$ cat src/rtl/seg_disp_pkg.sv
// Shared constants for the 7-segment display blocks.
// Segment patterns are active-low, ordered {g,f,e,d,c,b,a}.
package seg_disp_pkg;

    localparam int DIGITS = 4;

    localparam logic [6:0] SEG_0     = 7'b1000000;
    localparam logic [6:0] SEG_1     = 7'b1111001;
    localparam logic [6:0] SEG_2     = 7'b0100100;
    localparam logic [6:0] SEG_3     = 7'b0110000;
    localparam logic [6:0] SEG_4     = 7'b0011001;
    localparam logic [6:0] SEG_5     = 7'b0010010;
    localparam logic [6:0] SEG_6     = 7'b0000010;
    localparam logic [6:0] SEG_7     = 7'b1111000;
    localparam logic [6:0] SEG_8     = 7'b0000000;
    localparam logic [6:0] SEG_9     = 7'b0010000;
    localparam logic [6:0] SEG_A     = 7'b0001000;
    localparam logic [6:0] SEG_B     = 7'b0000011;
    localparam logic [6:0] SEG_C     = 7'b1000110;
    localparam logic [6:0] SEG_D     = 7'b0100001;
    localparam logic [6:0] SEG_E     = 7'b0000110;
    localparam logic [6:0] SEG_F     = 7'b0001110;
    localparam logic [6:0] SEG_BLANK = 7'b1111111;

    localparam logic [3:0] AN_OFF    = 4'b1111;

endpackage

$ cat src/rtl/seg7_hex_decode.sv
// Combinational hex nibble to active-low 7-segment pattern {g..a}.
module seg7_hex_decode
    import seg_disp_pkg::*;
(
    input  logic [3:0] hex_i,
    output logic [6:0] seg_o
);

    always_comb begin
        seg_o = SEG_BLANK;
        case (hex_i)
            4'h0: seg_o = SEG_0;
            4'h1: seg_o = SEG_1;
            4'h2: seg_o = SEG_2;
            4'h3: seg_o = SEG_3;
            4'h4: seg_o = SEG_4;
            4'h5: seg_o = SEG_5;
            4'h6: seg_o = SEG_6;
            4'h7: seg_o = SEG_7;
            4'h8: seg_o = SEG_8;
            4'h9: seg_o = SEG_9;
            4'hA: seg_o = SEG_A;
            4'hB: seg_o = SEG_B;
            4'hC: seg_o = SEG_C;
            4'hD: seg_o = SEG_D;
            4'hE: seg_o = SEG_E;
            4'hF: seg_o = SEG_F;
            default: seg_o = SEG_BLANK;
        endcase
    end

endmodule

$ cat src/rtl/seg_scroll_driver.sv
// Scrolls a circular hex message across four multiplexed common-anode digits,
// stepping the window offset once per rising edge of the slow countclk.
module seg_scroll_driver #(
    parameter int MSG_LEN = 16,
    parameter int DIGITS  = 4,
    parameter int SCAN_W  = 16,
    localparam int OFF_W  = $clog2(MSG_LEN)
) (
    input  logic                 clk,
    input  logic                 rst,
    input  logic                 countclk,
    input  logic                 en,
    input  logic                 dir,
    input  logic [MSG_LEN*4-1:0] msg,
    output logic [DIGITS-1:0]    an,
    output logic [6:0]           seg,
    output logic [OFF_W-1:0]     offset
);
    import seg_disp_pkg::*;

    localparam logic [DIGITS-1:0] AN_LEFT  = {1'b1, {(DIGITS-1){1'b0}}};
    localparam logic [OFF_W-1:0]  OFF_LAST = OFF_W'(MSG_LEN - 1);
    localparam logic [OFF_W:0]    LEN_EXT  = (OFF_W+1)'(MSG_LEN);

    logic                 cc_q,     cc_d;
    logic [OFF_W-1:0]     offset_q, offset_d;
    logic [SCAN_W-1:0]    scan_q,   scan_d;
    logic [DIGITS-1:0]    an_q,     an_d;
    logic [6:0]           seg_q,    seg_d;

    logic                 rise;
    logic [1:0]           digit_k;
    logic [OFF_W:0]       char_sum;
    logic [OFF_W-1:0]     char_idx;
    logic [3:0]           char_sel;
    logic [6:0]           seg_dec;

    assign rise    = countclk & ~cc_q;
    assign digit_k = scan_q[SCAN_W-1 -: 2];

    // Explicit wrap keeps the window correct for non-power-of-2 lengths.
    always_comb begin
        char_sum = {1'b0, offset_q} + {{(OFF_W-1){1'b0}}, digit_k};
        char_idx = char_sum[OFF_W-1:0];
        if (char_sum >= LEN_EXT) begin
            char_idx = OFF_W'(char_sum - LEN_EXT);
        end
        char_sel = msg[4*char_idx +: 4];
    end

    seg7_hex_decode u_dec (
        .hex_i (char_sel),
        .seg_o (seg_dec)
    );

    always_comb begin
        cc_d     = countclk;
        scan_d   = scan_q + 1'b1;
        offset_d = offset_q;
        if (rise && en) begin
            if (!dir) begin
                offset_d = (offset_q == OFF_LAST) ? '0 : offset_q + 1'b1;
            end else begin
                offset_d = (offset_q == '0) ? OFF_LAST : offset_q - 1'b1;
            end
        end
        an_d  = ~(AN_LEFT >> digit_k);
        seg_d = seg_dec;
    end

    always_ff @(posedge clk or posedge rst) begin
        if (rst) begin
            cc_q     <= 1'b1;
            offset_q <= '0;
            scan_q   <= '0;
            an_q     <= AN_OFF[DIGITS-1:0];
            seg_q    <= SEG_BLANK;
        end else begin
            cc_q     <= cc_d;
            offset_q <= offset_d;
            scan_q   <= scan_d;
            an_q     <= an_d;
            seg_q    <= seg_d;
        end
    end

    assign an     = an_q;
    assign seg    = seg_q;
    assign offset = offset_q;

endmodule

$ cat config.mk
export PLATFORM = sky130hd
export DESIGN_NAME = seg_scroll_driver
export DESIGN_NICKNAME = d
export VERILOG_FILES = /design/src/rtl/seg_disp_pkg.sv /design/src/rtl/seg7_hex_decode.sv /design/src/rtl/seg_scroll_driver.sv
export SDC_FILE = /design/constraint.sdc
export NUM_CORES = 1
export LEC_CHECK = 0
export BUFFER_PORTS_ARGS = -buffer_cell sky130_fd_sc_hd__clkbuf_2
export CORE_AREA = 8 8 80 82
export DETAILED_ROUTE_END_ITERATION = 7
export DIE_AREA = 0 0 88 90
export MAX_ROUTING_LAYER = met4
export PLACE_DENSITY = 0.69
export SYNTH_ARGS = -nofsm -noshare
export SYNTH_HDL_FRONTEND = slang
export SYNTH_HIERARCHICAL = 1
export SYNTH_SLANG_ARGS = --single-unit
$ cat constraint.sdc
create_clock -name clk -period 6.5 [get_ports clk]
set_input_delay 1.3 -clock clk [delete_from_list [all_inputs] [get_ports clk]]
set_output_delay 1.3 -clock clk [all_outputs]
set_load 0.005 [all_outputs]
### Word level (Yosys, flattened, before mapping)

Memories as Yosys holds them, arrays and structs flattened. A register that Yosys moved wholly into a read port is not among the register bits.
Cells that the tools add are included.

| word-level totals | value |
|---|---|
| register bits | 25 |
| bits in latches | 0 |
| bits in writable memories | 0 |
| bits in read-only memories | 112 |
| bits of input ports | 69 |
| output and inout bits | 15 |
| word-level logic and storage cells | 23 |
| memories | 1 |

Memories:

| memory | words | width | read ports | clocked after memory_dff | write ports | RTL line | RTL |
|---|---|---|---|---|---|---|---|
| (name not given) | 16 | 7 | 1 | 1 | 0 | seg7_hex_decode.sv:11 | `case (hex_i)` |

| operators by class | value |
|---|---|
| add/sub/neg operators | 5 |
| multipliers | 0 |
| divide/modulo/power cells | 0 |
| order comparisons | 1 |
| equal/unequal tests | 1 |
| shift-type cells | 2 |
| multiplexer cells | 4 |
| bitwise logic cells | 3 |
| reduce and logical (&&, ||, !) cells | 2 |

Operators with widths:

| kind | number |
|---|---|
| $shiftx 64x7->4 | 1 |
| $add 16x1->16 const B | 1 |
| $mux 4 | 4 |
| $sub 4x1->4 const B | 2 |
| $add 4x2->5 | 1 |
| $ge 5x5->1 const B | 1 |
| $add 4x1->4 const B | 1 |
| $eq 4x4->1 const B | 1 |
| $logic_not 4->1 | 1 |
| $not 4->4 | 1 |
| $shr 4x2->4 const A | 1 |
| $and 1x1->1 | 1 |
| $logic_and 1x1->1 | 1 |
| $not 1->1 | 1 |

### Depth between registers and ports, before layout

Gate-level depths: netlist of the first run.

| logic depth | value |
|---|---|
| word-level depth | 4 |
| depth in mapped cells | 11 |
| gate-level depth less buffers | 10 |

### Modules after synthesis

Netlist of the first run, hierarchy kept.

Modules (own cells, without submodules):

| module | times used | cells an instance | area an instance (sq um) | sequential area each (sq um) |
|---|---|---|---|---|
| seg_scroll_driver | 1 | 136 | 1819.2 | 815.8 |
| seg7_hex_decode | 1 | 33 | 274.0 | 0.0 |

### Worst setup path after synthesis of the first run

Ideal clock, no wire load.

| path | value |
|---|---|
| path kind | register -> register |
| start | register scan_q[14] |
| end | register seg_q[3], in the netlist seg[3] |
| setup time | 0.095 ns |
| data arrival time | 3.207 ns |
| data required time | 6.405 ns |
| slack | 3.197 ns |
| cell stages (with the launch flop) | 11 |
| clock period less this slack | 3.303 ns |
| cell sequence | dfrtp_1 -> ha_1 -> fa_1 -> buf_1 -> buf_2 -> mux4_2 -> mux4_2 -> inv_1 -> ha_1 -> inv_1 -> mux4_1 |

| on the way | value |
|---|---|
| longest elaborated chain between the ends | 4 |
| elaborated cells between the ends (all ways) | 5 |

Ends and longest elaborated chain:

| element | RTL line | RTL |
|---|---|---|
| start: declaration | seg_scroll_driver.sv:27 | `logic [SCAN_W-1:0] scan_q, scan_d;` |
| start signal: assignment | seg_scroll_driver.sv:81 | `scan_q <= scan_d;` |
| $add 4x2->5 (*) | seg_scroll_driver.sv:43 | `char_sum = {1'b0, offset_q} + {{(OFF_W-1){1'b0}}, digit_k};` |
| $sub 4x1->4 / $ge 5x5->1 (equally long branches) | seg_scroll_driver.sv:46, seg_scroll_driver.sv:45 |  |
| $mux 4 (*) | seg_scroll_driver.sv:45 | `if (char_sum >= LEN_EXT) begin` |
| $shiftx 64x7->4 (*) | seg_scroll_driver.sv:48 | `char_sel = msg[4*char_idx +: 4];` |
| named net char_sel[0] | seg_scroll_driver.sv:35 | `logic [3:0] char_sel;` |
| end: declaration | seg_scroll_driver.sv:29 | `logic [6:0] seg_q, seg_d;` |

The timed path passes the listed nets; every way through them passes the cells marked *.
A chain may end at the register's enable or synchronous reset.

### Worst setup path after layout of the first run

| path | value |
|---|---|
| start | register offset_q[0], in the netlist offset[0] |
| end | register seg_q[3], in the netlist seg[3] |

| on the way | value |
|---|---|
| longest elaborated chain between the ends | 4 |
| elaborated cells between the ends (all ways) | 5 |

Ends and longest elaborated chain:

| element | RTL line | RTL |
|---|---|---|
| start: declaration | seg_scroll_driver.sv:26 | `logic [OFF_W-1:0] offset_q, offset_d;` |
| start signal: assignment | seg_scroll_driver.sv:80 | `offset_q <= offset_d;` |
| $add 4x2->5 (*) | seg_scroll_driver.sv:43 |  |
| $sub 4x1->4 / $ge 5x5->1 (equally long branches) | seg_scroll_driver.sv:46, seg_scroll_driver.sv:45 |  |
| $mux 4 (*) | seg_scroll_driver.sv:45 |  |
| $shiftx 64x7->4 (*) | seg_scroll_driver.sv:48 |  |
| named net char_sel[0] | seg_scroll_driver.sv:35 |  |

Marked as above.

==> results.cfg, run 1 <==
[status]
status = finished, final reports clean

[critical_path]
critPathCaptureType = register
slowest_delay_ps = 970
startpoint_type = register
critPathBufInv = 2
crit_arrival_ps = 3830
crit_slowest_cell = fa_1
critPathKind = register to register
cp_max_fo = 16
crit_chain = ha_1 > fa_1 > mux4_2 > mux4_2 > inv_1 > ha_1 > inv_1 > mux4_1
critPathTopFamily = multiplexers
cp.required_ps = 6690

[pwr]
power_mw = 0.989
power_leakage_nw = 1.29
p_per_area_nw_per_um2 = 375
peakVddDrop_v = 0.000233

[logic_synthesis]
yosysTopAreaCell = dfrtp_1
synthTopCellsByArea = dfrtp_1 (24%), mux4_2 (22%), dfstp_2 (15%)
synthFlopType = dfrtp_1
synth_edf_count = 0
syn_avg_cell_area_um2 = 12.4
async_flop_share = 1.00
syn_inst = 169
synth_seq_area_share = 0.390
ys_ff_latch = 32
synth_commonest_cells = dfrtp_1 (20), mux4_2 (20), dfstp_2 (12), ha_1 (12)
synthesis.area_um2 = 2090
synthesis.nets = 251
ys_warn_count = 6
yosysTopAreaCellShare = 0.239
ys_types = 36

[clock_tree]
cts_made_buffers = 5
clk_pin_slew_ps = 60
clockBufferDepth = 2
cts_resized = 0
cts_hold_buf = 0
cts-root-buf = clkbuf_8
htreeDepth = 2
clk_latency_ps = 280
cts_num_sinks = 32
tritoncts = yes
postCtsSetupRepairBufs = 0

[run]
max_cap_violations = 0

[routing]
wirelength_um = 4930
wl_per_cell_um = 15.2
ant_nets = 0
via_count = 1626
routed_via_density = 5.00
first_pass_iters = 4
first_iter_violations = 63
drc = 0

[timing]
setup_viol = 0
slew_viol_final = 0
hold_violations = 0
worst-slew-pin-transition_ps = 877
period_share = 0.561
rsz0062_at_grt = false
tns_ps = 0
fin_skew_ps = 4.89
fin_crit_ps = 3640
slew_headroom = 0.415
max_clock_freq_mhz = 274

[place]
post-dp-hpwl_um = 4020
gp_congestion = 0.841
dp.cells = 317
numPortBuffers = 83

[cells_and_area]
num_antenna_cells = 0
utilization = 0.503
stdcell_count = 325
drive_above_1_share = 0.490
fin_nets = 334
syn_to_final_growth_pct = 25.9
fillers = 483

[global_routing]
grt_remaining_overflow = 0
grt_max_degree = 33
grt_pass1_vias = 1771
grt_usage = 0.134
antenna_found_initial = 0
grt_pass1_wl_um = 8160

[floorplan]
die-area_um2 = 7920
ios = 84
start_util = 0.400
dieWidth_um = 88
fp.dieH_um = 90
coreArea_um2 = 5240
rows = 27

[hold_path]
hold_path_class = register to register
worst reg2reg max path, cell delays in order, from the launching register on:
cell and delay [ps]:
dfrtp_1 490, ha_1 280, fa_1 970, mux4_2 400, mux4_2 570, inv_1 160, ha_1 150, inv_1 50
mux4_1 470
state kept, by name, indices dropped and copies added (netlist names):
name	cells
an	4
cc_q	1
offset	4
scan_q	16
seg	7
metal layers:
metal	GRT usage	share of wire
met4	0.0430	0.013
met2	0.214	0.51
met5	-	0
met3	0.0264	0.045
met1	0.165	0.43
report_power, final:
part	switching, mW	internal [mW]	leakage, nW	total, mW
sequential	0.0316	0.248	0.382	0.280
combinational	0.270	0.296	0.869	0.566
clock	0.0676	0.0750	0.0422	0.143
cells by family after synthesis:
kind of cell | Yosys count | synth area share
AOI/OAI and AO/OA | 21 | 0.0664
xor gates and xnor gates | 18 | 0.0753
adders and majority gates | 13 | 0.0813
buffers and inverters | 19 | 0.0442
DFF | 32 | 0.390
muxes | 25 | 0.249
and+or+nand+nor | 41 | 0.0938
stage by stage:
stage	setup slack (ps)	area (µm²)	hold WS [ps]
after floorplan	3200	2090	422
after global placement	2980	2550	437
after detailed placement	2910	2550	451
after CTS	2900	2640	459
after global routing	2740	2640	477
final	2860	2640	460
final timing paths:
check / from / endpoint / slack (ps) / cells after the start
worst max-delay path: offset[0]$_DFFE_PP0P_ / seg[3]$_DFF_PP1_ / 2860 / 8
worst min-delay path: scan_q[0]$_DFF_PP0_ / scan_q[0]$_DFF_PP0_ / 460 / 1
worst max register to register: offset[0]$_DFFE_PP0P_ / seg[3]$_DFF_PP1_ / 2860 / 8
worst min register to register: scan_q[0]$_DFF_PP0_ / scan_q[0]$_DFF_PP0_ / 460 / 1
max in group asynchronous: rst / seg[1]$_DFF_PP1_ / 5100 / 3
min in group asynchronous: rst / scan_q[8]$_DFF_PP0_ / 1070 / 3
cell usage in the layout, fill, tap and decap left out, drive strengths merged, types with 2 or more instances in the layout:
master and n:
o21ai 2, nor2 9, mux4 21, o22ai 2, mux2i 3, ha 12, a21oi 7, xnor2 10
nand2 11, dfstp 12, nand3 6, a31oi 3, and3 4, nor3 3, clkbuf 90, xor2 8
dfrtp 20, nand2b 5, inv 11
area by class of cell:
class                      count  area [µm²]  share of cell area
clock buffer                   7        76.3              0.0290
timing repair buffer          84         423               0.160
sequential                    32         816               0.309
inverter                      11        41.3              0.0157
tap                           72        90.1              0.0342
multi-input combinational    118        1180               0.449
clock inverter                 1        5.00             0.00190
Note: power is estimated with default switching activity, not from simulation.
==> run 2, diff against run 1 <==
- clock period: 6.5 -> 3.8 ns (I/O delays scaled with it)
==> run 2 against run 1 <==
Compared with the run above:
- sequential cell count did not move
- combinational power grew 77%
- hold slack got worse by 3.2 ps
- die area stayed put
- non-clock buffer count rose by 4
- clock-buffer cell count is 1 lower
- clock skew is essentially flat
- cell count rose by 1.2%
- design area up 1.6%
==> results.cfg, run 2 (synthesis results as in run 1) <==
[timing]
holdWs_ps = 457
setup_viol = 0
slew_headroom = 0.381
max_clock_freq_mhz = 292
slew_viol_final = 0
period_share = 0.900
tns_ps = 0
worst-slew-pin-transition_ps = 928
setup_ws_ps = 381
hold_violations = 0
rsz0062_at_grt = false
fin_skew_ps = 4.50
fin_crit_ps = 3420

[critical_path]
crit_arrival_ps = 3620
r2r.worst_path.cells = 8
critPathKind = register to register
ff2ff_setup_slack_ps = 380
slowest_delay_ps = 770
reg2reg_from = offset[0]$_DFFE_PP0P_
r2r-end = seg[3]$_DFF_PP1_
critPathTopFamily = multiplexers
startpoint_type = register
cp_max_fo = 11
critPathCaptureType = register
critPathBufInv = 2
crit_slowest_cell = fa_1
crit_chain = ha_1 > fa_1 > mux4_2 > mux4_2 > inv_1 > ha_1 > inv_1 > mux4_1
cp.required_ps = 4000

[cells_and_area]
syn_to_final_growth_pct = 27.9
mostFrequentLayoutCell = clkbuf_2
fin_nets = 338
num_antenna_cells = 0
drive_above_1_share = 0.506
design_area_um2 = 2680
largest_register = scan_q
final_cell_mix = clkbuf_2 (83), mux4_2 (20), dfrtp_1 (20), ha_1 (12), dfstp_2 (12)
largest_reg_flops = 16

[floorplan]
rows = 27
coreArea_um2 = 5240
die-area_um2 = 7920
dieWidth_um = 88
start_util = 0.400
ios = 84
fp.dieH_um = 90

[place]
gp_congestion = 0.850
post-dp-hpwl_um = 4100
pre_cts_ws_ps = 415
numPortBuffers = 83
place_area_um2 = 2580

[hold_path]
min_path_cells = 1
min_to = scan_q[11]$_DFF_PP0_
worstHoldStart = scan_q[11]$_DFF_PP0_
hold_path_class = register to register

[clock_tree]
cts_hold_buf = 0
clockBufferDepth = 2
clk_pin_slew_ps = 70
tritoncts = yes
cts_resized = 0
postCtsSetupRepairBufs = 0
cts_made_buffers = 5
cts_num_sinks = 32
cts-root-buf = clkbuf_8
htreeDepth = 2
clk_latency_ps = 280

[global_routing]
grt_max_degree = 26
antenna_found_initial = 0
grt_pass1_wl_um = 8350
grt_pass1_vias = 1812
grt_usage = 0.137
grt_remaining_overflow = 0

[pwr]
p_sw_frac = 0.370
power.share.clock = 0.152
p_int_mw = 1.10
p_seq_frac = 0.274
p_comb_frac = 0.574
power_mw = 1.75
power_leakage_nw = 1.32
p_switching_mw = 0.646
peakVddDrop_v = 0.000396
p_per_area_nw_per_um2 = 653

[routing]
routed_via_density = 5.02
first_iter_violations = 69
wirelength_um = 5020
via_count = 1652
drc = 0
wl_per_cell_um = 15.3
ant_nets = 0
first_pass_iters = 5

[run]
max_cap_violations = 0

[status]
status = finished, final reports clean
==> run 2: cell types whose count changed in the layout (fill, tap and decap cells not counted), sizes merged <==
cell,delta
buf,+4
clkbuf,-1
clkinv,+1
==> run 2: cell type report <==
type / count / area [µm²]
timing repair buffer: 88 / 453
tap: 72 / 90.1
clock buffer: 6 / 82.6
inverter: 11 / 41.3
sequential: 32 / 816
multi-input combinational: 118 / 1180
fill: 461 / 2560
clock inverter: 2 / 10.0
==> run 2: through the flow <==
stage / cells / utilization
after floorplan: 169 / -
after global placement: 321 / 0.494
after detailed placement: 321 / 0.494
after CTS: 329 / 0.511
after global routing: 329 / 0.511
final: 329 / 0.511
==> run 2: power by group through the flow <==
stage / logic (mW) / clock network, mW / registers [mW]
global route: 1.10 / 0.291 / 0.490
global placement: 0.979 / 0 / 0.482
floorplan: 0.803 / 0 / 0.469
CTS: 1.01 / 0.273 / 0.478
finish: 1.00 / 0.265 / 0.479
detailed placement: 0.998 / 0 / 0.484
==> run 2: worst reg2reg max path, cell delays in order (launching register included) <==
cell     delay [ps]
dfrtp_1         500
ha_1            290
fa_1            770
mux4_2          380
mux4_2          570
inv_1           160
ha_1            150
inv_1            50
mux4_1          470
==> run 2: routing by layer <==
layer,part of all wire,routed length (µm),up-vias,track usage
met2,0.50,2520,56,0.217
met1,0.43,2150,796,0.165
met4,0.016,78,0,0.0445
met5,0,0,-,-
li1,-,-,791,-
met3,0.053,266,9,0.0328
==> run 2: how the worst max path moves through the flow <==
stage	from	endpoint	cells after the start
final	offset[0]$_DFFE_PP0P_	seg[3]$_DFF_PP1_	8
after global routing	offset[0]$_DFFE_PP0P_	seg[3]$_DFF_PP1_	8
after CTS	offset[0]$_DFFE_PP0P_	seg[3]$_DFF_PP1_	8
after detailed placement	offset[0]$_DFFE_PP0P_	seg[3]$_DFF_PP1_	8
after global placement	offset[0]$_DFFE_PP0P_	seg[3]$_DFF_PP1_	8
after floorplan	scan_q[14]$_DFF_PP0_	seg[3]$_DFF_PP1_	10
==> run 3, diff against run 2 <==
- MAX_ROUTING_LAYER: met4 -> unset
==> run 3 against run 2 <==
Compared with the run above:
- largest power group unchanged
- non-clock buffer count stayed put
- sequential cell count stayed put
- maximum frequency is 0.18% higher
- first-iteration DRC count is 16% higher
- global-route usage is 0.33 points lower
- clock skew hardly changed
- die area stayed put
- critical path type unchanged
- register-to-register slack hardly changed
- critical endpoint unchanged
- hold slack hardly changed
- clock-buffer cell count stayed put
==> results.cfg, run 3 (synthesis results as in run 1) <==
[critical_path]
path_depth = 8
slowest_delay_ps = 770
crit_path_end = seg[3]$_DFF_PP1_
crit_chain = ha_1 > fa_1 > mux4_2 > mux4_2 > inv_1 > ha_1 > inv_1 > mux4_1
cp.required_ps = 4000
r2r.worst_path.cells = 8
cp_max_fo = 11
r2r-end = seg[3]$_DFF_PP1_
critPathBufInv = 2
ff2ff_setup_slack_ps = 390
reg2reg_from = offset[0]$_DFFE_PP0P_
setup.worst_path.start = offset[0]$_DFFE_PP0P_
critPathCaptureType = register
crit_slowest_cell = fa_1
startpoint_type = register
crit_arrival_ps = 3610
critPathTopFamily = multiplexers
critPathKind = register to register

[timing]
slew_viol_final = 0
fin_crit_ps = 3410
rsz0062_at_grt = false
holdWs_ps = 457
worst-slew-pin-transition_ps = 929
setup_viol = 0
hold_violations = 0
max_clock_freq_mhz = 293
slew_headroom = 0.380
period_share = 0.898
fin_skew_ps = 4.78
tns_ps = 0

[cells_and_area]
drive_above_1_share = 0.506
syn_to_final_growth_pct = 27.9
largest_reg_flops = 16
final_cell_mix = clkbuf_2 (83), mux4_2 (20), dfrtp_1 (20), ha_1 (12), dfstp_2 (12)
num_antenna_cells = 0
mostFrequentLayoutCell = clkbuf_2
largest_register = scan_q
fin_nets = 338

[floorplan]
dieWidth_um = 88
ios = 84
die-area_um2 = 7920
rows = 27
fp.dieH_um = 90
coreArea_um2 = 5240
start_util = 0.400

[clock_tree]
cts_made_buffers = 5
clk_pin_slew_ps = 70
cts_hold_buf = 0
postCtsSetupRepairBufs = 0
clk_latency_ps = 280
cts-root-buf = clkbuf_8
cts_num_sinks = 32
htreeDepth = 2
tritoncts = yes
cts_resized = 0
clockBufferDepth = 2

[pwr]
peakVddDrop_v = 0.000396
p_per_area_nw_per_um2 = 653
power_leakage_nw = 1.32

[global_routing]
grt_pass1_vias = 1812
grt_pass1_wl_um = 8340
grt_max_degree = 26
antenna_found_initial = 0
grt_usage = 0.133
grt_remaining_overflow = 0

[routing]
wirelength_um = 5010
wl_per_cell_um = 15.2
first_pass_iters = 4
drc = 0
first_iter_violations = 80
ant_nets = 0
routed_via_density = 5.07
via_count = 1667

[place]
post-dp-hpwl_um = 4100
numPortBuffers = 83
gp_congestion = 0.837

[run]
max_cap_violations = 0

[hold_path]
hold_path_class = register to register

[status]
status = finished, final reports clean
run 3: through the flow:
step,utilization,cells,instance area [µm²],setup slack (ps),power (mW)
detailed placement,0.494,321,2580,415,1.48
CTS,0.511,329,2680,387,1.76
floorplan,-,169,2090,497,1.27
global placement,0.494,321,2580,502,1.46
finish,0.511,329,2680,387,1.75
global route,0.511,329,2680,238,1.88
run 3: layout make-up:
type / count / area (µm²)
Sequential cell: 32 / 816
Fill cell: 461 / 2560
Tap cell: 72 / 90.1
Timing Repair Buffer: 88 / 453
Multi-Input combinational cell: 118 / 1180
Inverter: 11 / 41.3
Clock buffer: 6 / 82.6
Clock inverter: 2 / 10.0
run 3: power by group:
group	internal, mW	leakage, nW	total, mW	switching [mW]
combinational	0.533	0.889	1.00	0.470
clock	0.144	0.0510	0.265	0.121
sequential	0.425	0.382	0.479	0.0541
run 3: worst min-delay path by stage:
stage	end	slack [ps]	cells after the start	start
after floorplan	scan_q[0]$_DFF_PP0_	420	1	scan_q[0]$_DFF_PP0_
after global placement	scan_q[0]$_DFF_PP0_	440	1	scan_q[0]$_DFF_PP0_
after detailed placement	scan_q[11]$_DFF_PP0_	450	1	scan_q[11]$_DFF_PP0_
after CTS	scan_q[11]$_DFF_PP0_	460	1	scan_q[11]$_DFF_PP0_
after global routing	scan_q[11]$_DFF_PP0_	490	1	scan_q[11]$_DFF_PP0_
final	scan_q[11]$_DFF_PP0_	460	1	scan_q[11]$_DFF_PP0_
run 3: per-layer routing:
metal | GRT usage | share of wire
met1 | 0.163 | 0.43
met2 | 0.218 | 0.50
met3 | 0.0391 | 0.056
met4 | 0.0402 | 0.019
met5 | 0 | 0
